===== src/rtl/ethernet_in_demux_avlstrm.sv =====
// Ethernet RX dispatcher: one Avalon-ST stream fanned out to NUM_OUT class streams, one register stage.
// Define ETH_IN_DEMUX_DROP_EN to discard packets whose target output is almost-full at SOP.
module ethernet_in_demux_avlstrm #(
    parameter int DW      = 512,
    parameter int EW      = 6,
    parameter int NUM_OUT = 4
) (
    input  logic               Clk,
    input  logic               Rst_n,
    input  logic               in_valid,
    output logic               in_ready,
    input  logic [DW-1:0]      in_data,
    input  logic               in_sop,
    input  logic               in_eop,
    input  logic [EW-1:0]      in_empty,
    output logic [NUM_OUT-1:0] out_valid,
    input  logic [NUM_OUT-1:0] out_ready,
    input  logic [NUM_OUT-1:0] out_almostfull,
    output logic [DW-1:0]      out_data,
    output logic               out_sop,
    output logic               out_eop,
    output logic [EW-1:0]      out_empty,
    output logic [31:0]        stat_in_pkt,
    output logic [31:0]        stat_drop_pkt,
    output logic [31:0]        stat_err
);
    localparam int DSTW = $clog2(NUM_OUT);

`ifdef ETH_IN_DEMUX_DROP_EN
    typedef enum logic [1:0] {IDLE, FWD, DROP} state_t;
`else
    typedef enum logic [1:0] {IDLE, FWD} state_t;
`endif

    function automatic logic [DSTW-1:0] classify(input logic [DW-1:0] d);
        logic [15:0] etype;
        logic [7:0]  proto;
        etype = d[DW-97 -: 16];
        proto = d[DW-185 -: 8];
        if (etype != 16'h0800) return DSTW'(3);
        else if (proto == 8'd6) return DSTW'(0);
        else if (proto == 8'd17) return DSTW'(1);
        else return DSTW'(2);
    endfunction

    state_t          state;
    logic            reg_v;
    logic [DSTW-1:0] dest_r, pkt_dest, sop_class;
    logic            hs, drop_now, fwd_beat, load, reg_free;

    assign sop_class = classify(in_data);
    assign reg_free  = ~reg_v | out_ready[dest_r];

`ifdef ETH_IN_DEMUX_DROP_EN
    assign drop_now = in_sop & out_almostfull[sop_class];
    // Beats that never reach the output register need not wait for it.
    assign in_ready = (state == DROP) | (state == IDLE & ~in_sop) | drop_now | reg_free;
    assign fwd_beat = (state != DROP) & (in_sop ? ~drop_now : (state == FWD));
`else
    logic unused_almostfull;
    assign unused_almostfull = ^out_almostfull;
    assign drop_now = 1'b0;
    assign in_ready = (state == IDLE & ~in_sop) | reg_free;
    assign fwd_beat = in_sop | (state == FWD);
    assign stat_drop_pkt = '0;
`endif

    assign hs   = in_valid & in_ready;
    assign load = hs & fwd_beat;

    always_comb begin
        out_valid = '0;
        for (int i = 0; i < NUM_OUT; i++)
            out_valid[i] = reg_v & (dest_r == DSTW'(i));
    end

    // A load in the same cycle as a drain keeps reg_v high: full throughput.
    always_ff @(posedge Clk or negedge Rst_n) begin
        if (!Rst_n) begin
            reg_v     <= 1'b0;
            dest_r    <= '0;
            out_data  <= '0;
            out_sop   <= 1'b0;
            out_eop   <= 1'b0;
            out_empty <= '0;
        end else if (load) begin
            reg_v     <= 1'b1;
            dest_r    <= in_sop ? sop_class : pkt_dest;
            out_data  <= in_data;
            out_sop   <= in_sop;
            out_eop   <= in_eop;
            out_empty <= in_empty;
        end else if (reg_v & out_ready[dest_r]) begin
            reg_v <= 1'b0;
        end
    end

    always_ff @(posedge Clk or negedge Rst_n) begin
        if (!Rst_n) begin
            state       <= IDLE;
            pkt_dest    <= '0;
            stat_in_pkt <= '0;
            stat_err    <= '0;
`ifdef ETH_IN_DEMUX_DROP_EN
            stat_drop_pkt <= '0;
`endif
        end else if (hs) begin
            if (in_eop) stat_in_pkt <= stat_in_pkt + 32'd1;
            case (state)
                IDLE, FWD: begin
                    if (in_sop) begin
                        if (state == FWD) stat_err <= stat_err + 32'd1;
                        pkt_dest <= sop_class;
`ifdef ETH_IN_DEMUX_DROP_EN
                        if (drop_now) begin
                            stat_drop_pkt <= stat_drop_pkt + 32'd1;
                            state <= in_eop ? IDLE : DROP;
                        end else
`endif
                        state <= in_eop ? IDLE : FWD;
                    end else if (state == IDLE) begin
                        stat_err <= stat_err + 32'd1;
                    end else if (in_eop) begin
                        state <= IDLE;
                    end
                end
`ifdef ETH_IN_DEMUX_DROP_EN
                DROP: if (in_eop) state <= IDLE;
`endif
                default: state <= IDLE;
            endcase
        end
    end

    logic unused_drop;
    assign unused_drop = drop_now;
endmodule


===== config.mk =====
export PLATFORM = sky130hd
export DESIGN_NAME = ethernet_in_demux_avlstrm
export DESIGN_NICKNAME = d
export VERILOG_FILES = /design/src/rtl/ethernet_in_demux_avlstrm.sv
export SDC_FILE = /design/constraint.sdc
export NUM_CORES = 1
export LEC_CHECK = 0
export CORE_AREA = 2 2 448 450
export CTS_CLUSTER_DIAMETER = 200
export DETAILED_ROUTE_END_ITERATION = 10
export DIE_AREA = 0 0 450 452
export HOLD_SLACK_MARGIN = 0.15
export PLACE_DENSITY = 0.3
export SYNTH_ARGS = -nofsm -noshare
export SYNTH_HDL_FRONTEND = slang
export SYNTH_SLANG_ARGS = --single-unit
export TNS_END_PERCENT = 100

===== constraint.sdc =====
create_clock -name Clk -period 2.25 [get_ports Clk]
set_clock_uncertainty 0.1 [all_clocks]
set_input_delay 0.45 -clock Clk [delete_from_list [all_inputs] [get_ports Clk]]
set_output_delay 0.45 -clock Clk [all_outputs]
set_load 0.05 [all_outputs]

==> metrics, run 1 <==
Core Area between 150,000 and 200,000 um^2; top cells by area, synth dfrtp_1 63%, nand2_1 25%, buf_4 1.8%; worst flop-to-flop path endpoint out_data[236]; clock slew at reported path FFs around 0.050 ns; register bit count reported by yosys 590; Async SR Flop Fraction 1.00; Via density 3.39; Max Cap Violations 0; Post-synth EDFFs 0; Leak approximately 23 nW; Finished Cell Area 49,000 um^2; Yosys top cell by area dfrtp_1; Synth warnings 0; final setup vio count between 500 and 600; final worst setup slack -0.317 ns; clk sinks 590; failing checks setup timing; Clock Latency Late Sink 0.70 ns; row count approximately 160; Initial Util 0.118; largest net degree at the start of global routing about 70; Yosys top cell area share 0.630; DR pass1 iterations 4; Netlist cell types 44; Setup WS pre-CTS -0.451 ns; GRT Total Usage 0.133; RSZ-0062 raised after global routing yes; Critical Path Sink Type register; total I/O pin count 1,152; Num CTS Buffers between 80 and 90; Die W between 400 and 500 um; worst hold start in_data[475]; final setup TNS -99.74 ns; layout cells sized above 1 0.211; Syn Std Cell Area 23,400 um^2; Max VDD drop between 0.5 and 0.6 mV; power density cells roughly 1500 nW/um^2; # nets final roughly 4,900; post-synthesis sequential area ratio 0.630; Reg2Reg Depth 13; placed insts 6,358; Hold WS roughly 0.24 ns; CP required around 2.8 ns; Final Util 0.247; count leader, synth nand2_1; Non-Filler Instances a little over 7,000; hpwl dp around 110,000 um; global-route wire length before repair 195,000 um; Period minus WS final roughly 2.6 ns; Worst Hold Class input pin to register; Syn-to-layout area delta 109%; DRC 0; DRT iter0 DRCs around 1,100; die area approximately 200,000 um^2; die height between 400 and 500 um; startpoint types register; setup slack, reg-to-reg -0.32 ns; Port Buffers approximately 1,100; Slew HR 0.457; final hold violations 0; reg2reg start dest_r[0]; fill count 21,739; Tot Pwr 75.7 mW; register area between 10,000 and 15,000 um^2; crit path kind register to register; Pins Over Slew Limit 0; status finished, violations left; crit path DAT just over 3 ns; clock buffer depth 3; vias in the first global route around 25,000; drt wl/cell approximately 21 um; hold endpoint out_data[475]; mean post-synth cell area roughly 9 um^2; antenna violations before repair 35; Post-DRT Antenna Nets 0; total grt overflow 0; total wire length ~150,000 um; multi-input logic area ~8000 um^2; CP Max Fanout 8; H-tree levels 3; Period Utilization, post-route 1.14; Worst Tran Pin Value between 0.8 and 0.9 ns; CTS tree built; Root Driver clkbuf_16; Mapped Cells 2,563; via count roughly 24,000; Post-synth top flop dfrtp_1; area of placed instances 38,100 um^2; GPL Wtd Cong between 0.8 and 0.9; top post-synthesis cells by count 1,591 x nand2_1, 590 x dfrtp_1, 56 x buf_4; fmax just under 400 MHz; WHS Path Cells 3
where the power goes:
part	leakage, nW	internal [mW]	switching, mW
Sequential	7.30	15.3	2.99
Clock	1.45	8.68	5.76
Combinational	14.7	13.9	29.1
worst max-delay path by stage:
stage                            endpoint  cells past startpoint            start  slack [ns]
after floorplan           stat_in_pkt[19]                      4  stat_in_pkt[11]        0.17
after global placement       out_data[50]                      8     out_ready[1]       -0.43
after detailed placement    out_data[164]                      8     out_ready[1]       -0.45
after CTS                        in_ready                      4        dest_r[0]       -0.46
after global routing        out_data[282]                     13        dest_r[0]       -0.44
final                       out_data[236]                     13        dest_r[0]       -0.32
cell usage in the layout, fill, tap and decap left out, types with 32 or more instances in the layout:
cell type	Yosys	layout
buf_12	0	61
buf_4	56	349
clkdlybuf4s15_1	0	128
conb_1	1	32
clkdlybuf4s15_2	0	111
clkdlybuf4s50_1	0	525
dfrtp_1	590	588
nand2_1	1591	1469
nand2_2	1	115
xor2_1	35	35
dlygate4sd2_1	0	98
clkbuf_16	0	142
dlygate4sd3_1	0	450
per-layer routing:
| layer | track usage | wire length (um) |
|---|---|---|
| met1 | 0.150 | 60400 |
| met2 | 0.241 | 78000 |
| met3 | 0.0409 | 9970 |
| met4 | 0.0380 | 3380 |
| met5 | 0 | 27 |
sequential cells by signal, summed over array words and instances, names as in the netlist:
register,count
out_data,512
pkt_dest,2
out_eop,1
state,1
out_sop,1
dest_r,2
reg_v,1
out_empty,6
stat_in_pkt,32
stat_err,32
area by class of cell:
cell class              instances  area share
multi-input cells            1836       0.164
flip-flops and latches        590       0.301
inverters                      14     0.00107
clock inverters                23     0.00685
repair buffers               1860       0.405
clock buffers                 133      0.0533
well taps                    2656      0.0678
diodes                         12    0.000613
cell families after synthesis:
kind of cell             count (synthesis)  share of synthesized area
flip-flops                             590                      0.630
XOR/XNOR                                62                     0.0232
other                                    1                   0.000160
buffers and inverters                  168                     0.0495
AND/OR/NAND/NOR                       1722                      0.290
adder cells (fa/ha/maj)                  3                    0.00160
AO/OA/AOI/OAI                           15                    0.00470
multiplexers                             2                    0.00107
worst max-delay path, cell delays in order (launching register included):
cell and delay, ns:
dfrtp_2 0.47, mux2_4 0.35, buf_4 0.14, buf_6 0.11, a2bb2oi_4 0.14, buf_6 0.12, nand3b_1 0.12, buf_12 0.16
buf_12 0.13, buf_16 0.15, buf_12 0.16, clkbuf_16 0.17, nand2_1 0.06, nand2_1 0.05
repair_timing:
item                                   in CTS  in global routing
gates resized for setup                   735                236
cloned                                      9                 73
hold buffers                              450                  0
setup endpoints to repair                 873                573
buffers inserted                           15                 61
endpoints found under the hold margin     977                  0
pin swaps                                   2                125
Power figures use the tool's default switching activity.
==> run 2, diff against run 1 <==
CAP_MARGIN = 10   (was unset)
CTS_CLUSTER_SIZE = 16   (was unset)
MAX_ROUTING_LAYER = met4   (was unset)
==> metrics, run 2 (synthesis gave the netlist of run 1 again) <==
status finished, violations left; failing checks setup timing; CP required 2.69 ns (-0.08 ns); clock slew at reported path FFs 0.09 ns (+0.04 ns); hpwl dp 107,000 um (unchanged); CP Max Fanout 6 (-2); Final Util 0.224 (-0.0231); crit path DAT 3.10 ns (about the same); final hold violations 0 (unchanged); switching power total 35.6 mW (-6.0%); Tot Pwr 66.5 mW (-12%); worst hold start in_data[38]; startpoint types register; total grt overflow 0 (unchanged); Via density 3.36 (-0.76%); Syn-to-layout area delta 89.4%; power share of the clock group 0.126 (-0.065); largest net degree at the start of global routing 71 (unchanged); worst flop-to-flop path endpoint out_data[180]; Hold WS 0.230 ns (-0.0128 ns); GRT Total Usage 0.138 (+0.00513); Setup WS pre-CTS -0.451 ns (unchanged); CTS tree built; RSZ-0062 raised after global routing yes; Num CTS Buffers 44 (-49%); Period minus WS final 2.67 ns (+0.0994 ns); max reg flops 512 (unchanged); antenna violations before repair 38 (+8.6%); Die W 450 um (unchanged); clock buffer depth 3 (unchanged); cell breakdown of the critical path mux2_4 > buf_4 > buf_6 > buf_6 > a2bb2oi_4 > nor3b_4 > buf_12 > buf_12 > buf_16 > buf_12 > bufbuf_16 > nand2_1 > nand2_1; die height 452 um (unchanged); Worst Hold Class input pin to register; vias in the first global route 24,135 (-2.8%); Top delay family on crit path buffers and inverters; # nets final 4,702 (-4.5%); area of placed instances 38,100 um^2 (unchanged); Period Utilization, post-route 1.19 (+0.0442); Pins Over Slew Limit 0 (unchanged); commonest non-fill, non-tap cell in the layout nand2_1; Combinational Power Share 0.603 (+0.035); CP dominant cell by count buf_12; Port Buffers 1,115 (unchanged); Worst Tran Pin Value 0.852 ns (+0.0397 ns); Core Area 199,000 um^2 (unchanged); power density cells 1500 nW/um^2 (-3.2%); GPL Wtd Cong 0.824 (+1.5%); hold endpoint out_data[38]; Slowest cell on crit path dfrtp_2; Finished Cell Area 44,400 um^2 (-9.4%); Max VDD drop 0.609 mV (+2.5%); layout cells sized above 1 0.155 (-0.0566); Leak 21.7 nW (-7.5%); Initial Util 0.118 (unchanged); DRT iter0 DRCs 1,062 (-0.84%); final worst setup slack -0.417 ns (-0.0994 ns); Slew HR 0.430 (-0.0266); DR pass1 iterations 5 (+1); leading registers by flop count out_data (512), stat_err (32), stat_in_pkt (32); Critical Path Sink Type register; commonest non-fill, non-tap cells in the layout 1,529 x nand2_1, 588 x dfrtp_1, 526 x clkdlybuf4s50_1; Reg2Reg Depth 13 (unchanged); Max Cap Violations 0 (unchanged); Critical Path Max Stage Delay 0.49 ns (+0.02 ns); WHS Path Cells 3 (unchanged); row count 164 (unchanged); Sequential Power Share 0.271 (+0.030); register area 14,800 um^2 (unchanged); H-tree levels 2 (-1); largest register by flop count out_data; internal power 30.9 mW (-18%); clk sinks 590 (unchanged); die area 203,000 um^2 (unchanged); Clock Latency Late Sink 0.68 ns (-0.02 ns); WP buf/inv 8 (unchanged); Post-DRT Antenna Nets 0 (unchanged); final setup vio count 529 (-2.0%); sw frac 0.535 (+0.0354); Root Driver clkbuf_16; multi-input logic area 7900 um^2 (-1.8%); drt wl/cell 20.9 um (-1.9%); via count 22,997 (-4.7%); setup slack, reg-to-reg -0.42 ns (-0.10 ns); fill count 22,062 (+1.5%); fmax 375 MHz (-3.7%); reg2reg start dest_r[0]; DRC 0 (unchanged); total I/O pin count 1,152 (unchanged); crit path kind register to register; global-route wire length before repair 196,000 um (+0.41%); total wire length 143,000 um (-5.7%)
run 2: cell types whose count changed in the layout (fill, tap and decap cells not counted), sizes merged:
cell	delta
buf	-33
bufbuf	+6
bufinv	-6
clkbuf	-135
clkdlybuf4s15	-143
clkdlybuf4s18	-1
clkdlybuf4s50	+1
clkinv	-13
clkinvlp	+1
diode	+1
dlygate4sd2	+144
dlygate4sd3	-104
inv	+1
run 2: area by class of cell:
cell class	count	share of cell area
timing repair buffer	1682	0.385
sequential	590	0.333
multi-input combinational	1836	0.178
tap	2656	0.0748
clock buffer	46	0.0257
clock inverter	6	0.00178
inverter	14	0.00118
antenna	13	0.000733
run 2: power by group through the flow:
stage          clock network (mW)  logic (mW)  registers, mW
6_report                     8.34        40.1           18.0
3_3_place_gp                    0        39.0           18.2
4_1_cts                      8.94        40.2           18.1
3_5_place_dp                    0        38.9           18.3
5_1_grt                      9.22        42.3           18.6
2_1_floorplan                   0        6.96           33.9
run 2: per-layer routing:
metal  routed length [um]  track usage  share of wire
met5                    0            -              0
met2                74700        0.245           0.52
met4                 2910       0.0278          0.020
met1                56400        0.155           0.39
met3                 9080       0.0374          0.063
run 2: metrics by stage:
step / std cells / TNS, ns
floorplan: 2594 / 0
detailed placement: 6358 / -206.06
global route: 6840 / -174.52
finish: 6843 / -121.69
global placement: 6358 / -200.45
CTS: 6808 / -126.71
run 2: tightest hold or removal path: cells and delay by family:
family	cells	cell delay (ns)
buffers and inverters	1	0.41
and+or+nand+nor	2	0.10
run 2: worst max-delay path by stage:
stage                    startpoint              end  slack (ns)  depth (start not counted)
finish                    dest_r[0]    out_data[180]       -0.42                         13
global route              dest_r[0]         in_ready       -0.51                          5
CTS                       dest_r[0]         in_ready       -0.51                          5
detailed placement     out_ready[1]    out_data[164]       -0.45                          8
global placement       out_ready[1]     out_data[50]       -0.43                          8
floorplan           stat_in_pkt[11]  stat_in_pkt[19]        0.17                          4
run 2: timing repair:
item / CTS / global route
hold endpoints to repair: 725 / 0
resized for setup: 548 / 66
setup endpoints to repair: 870 / 574
pin swaps: 1 / 12
hold buffers: 346 / 0
gates cloned: 26 / 6
buffers inserted: 26 / 20
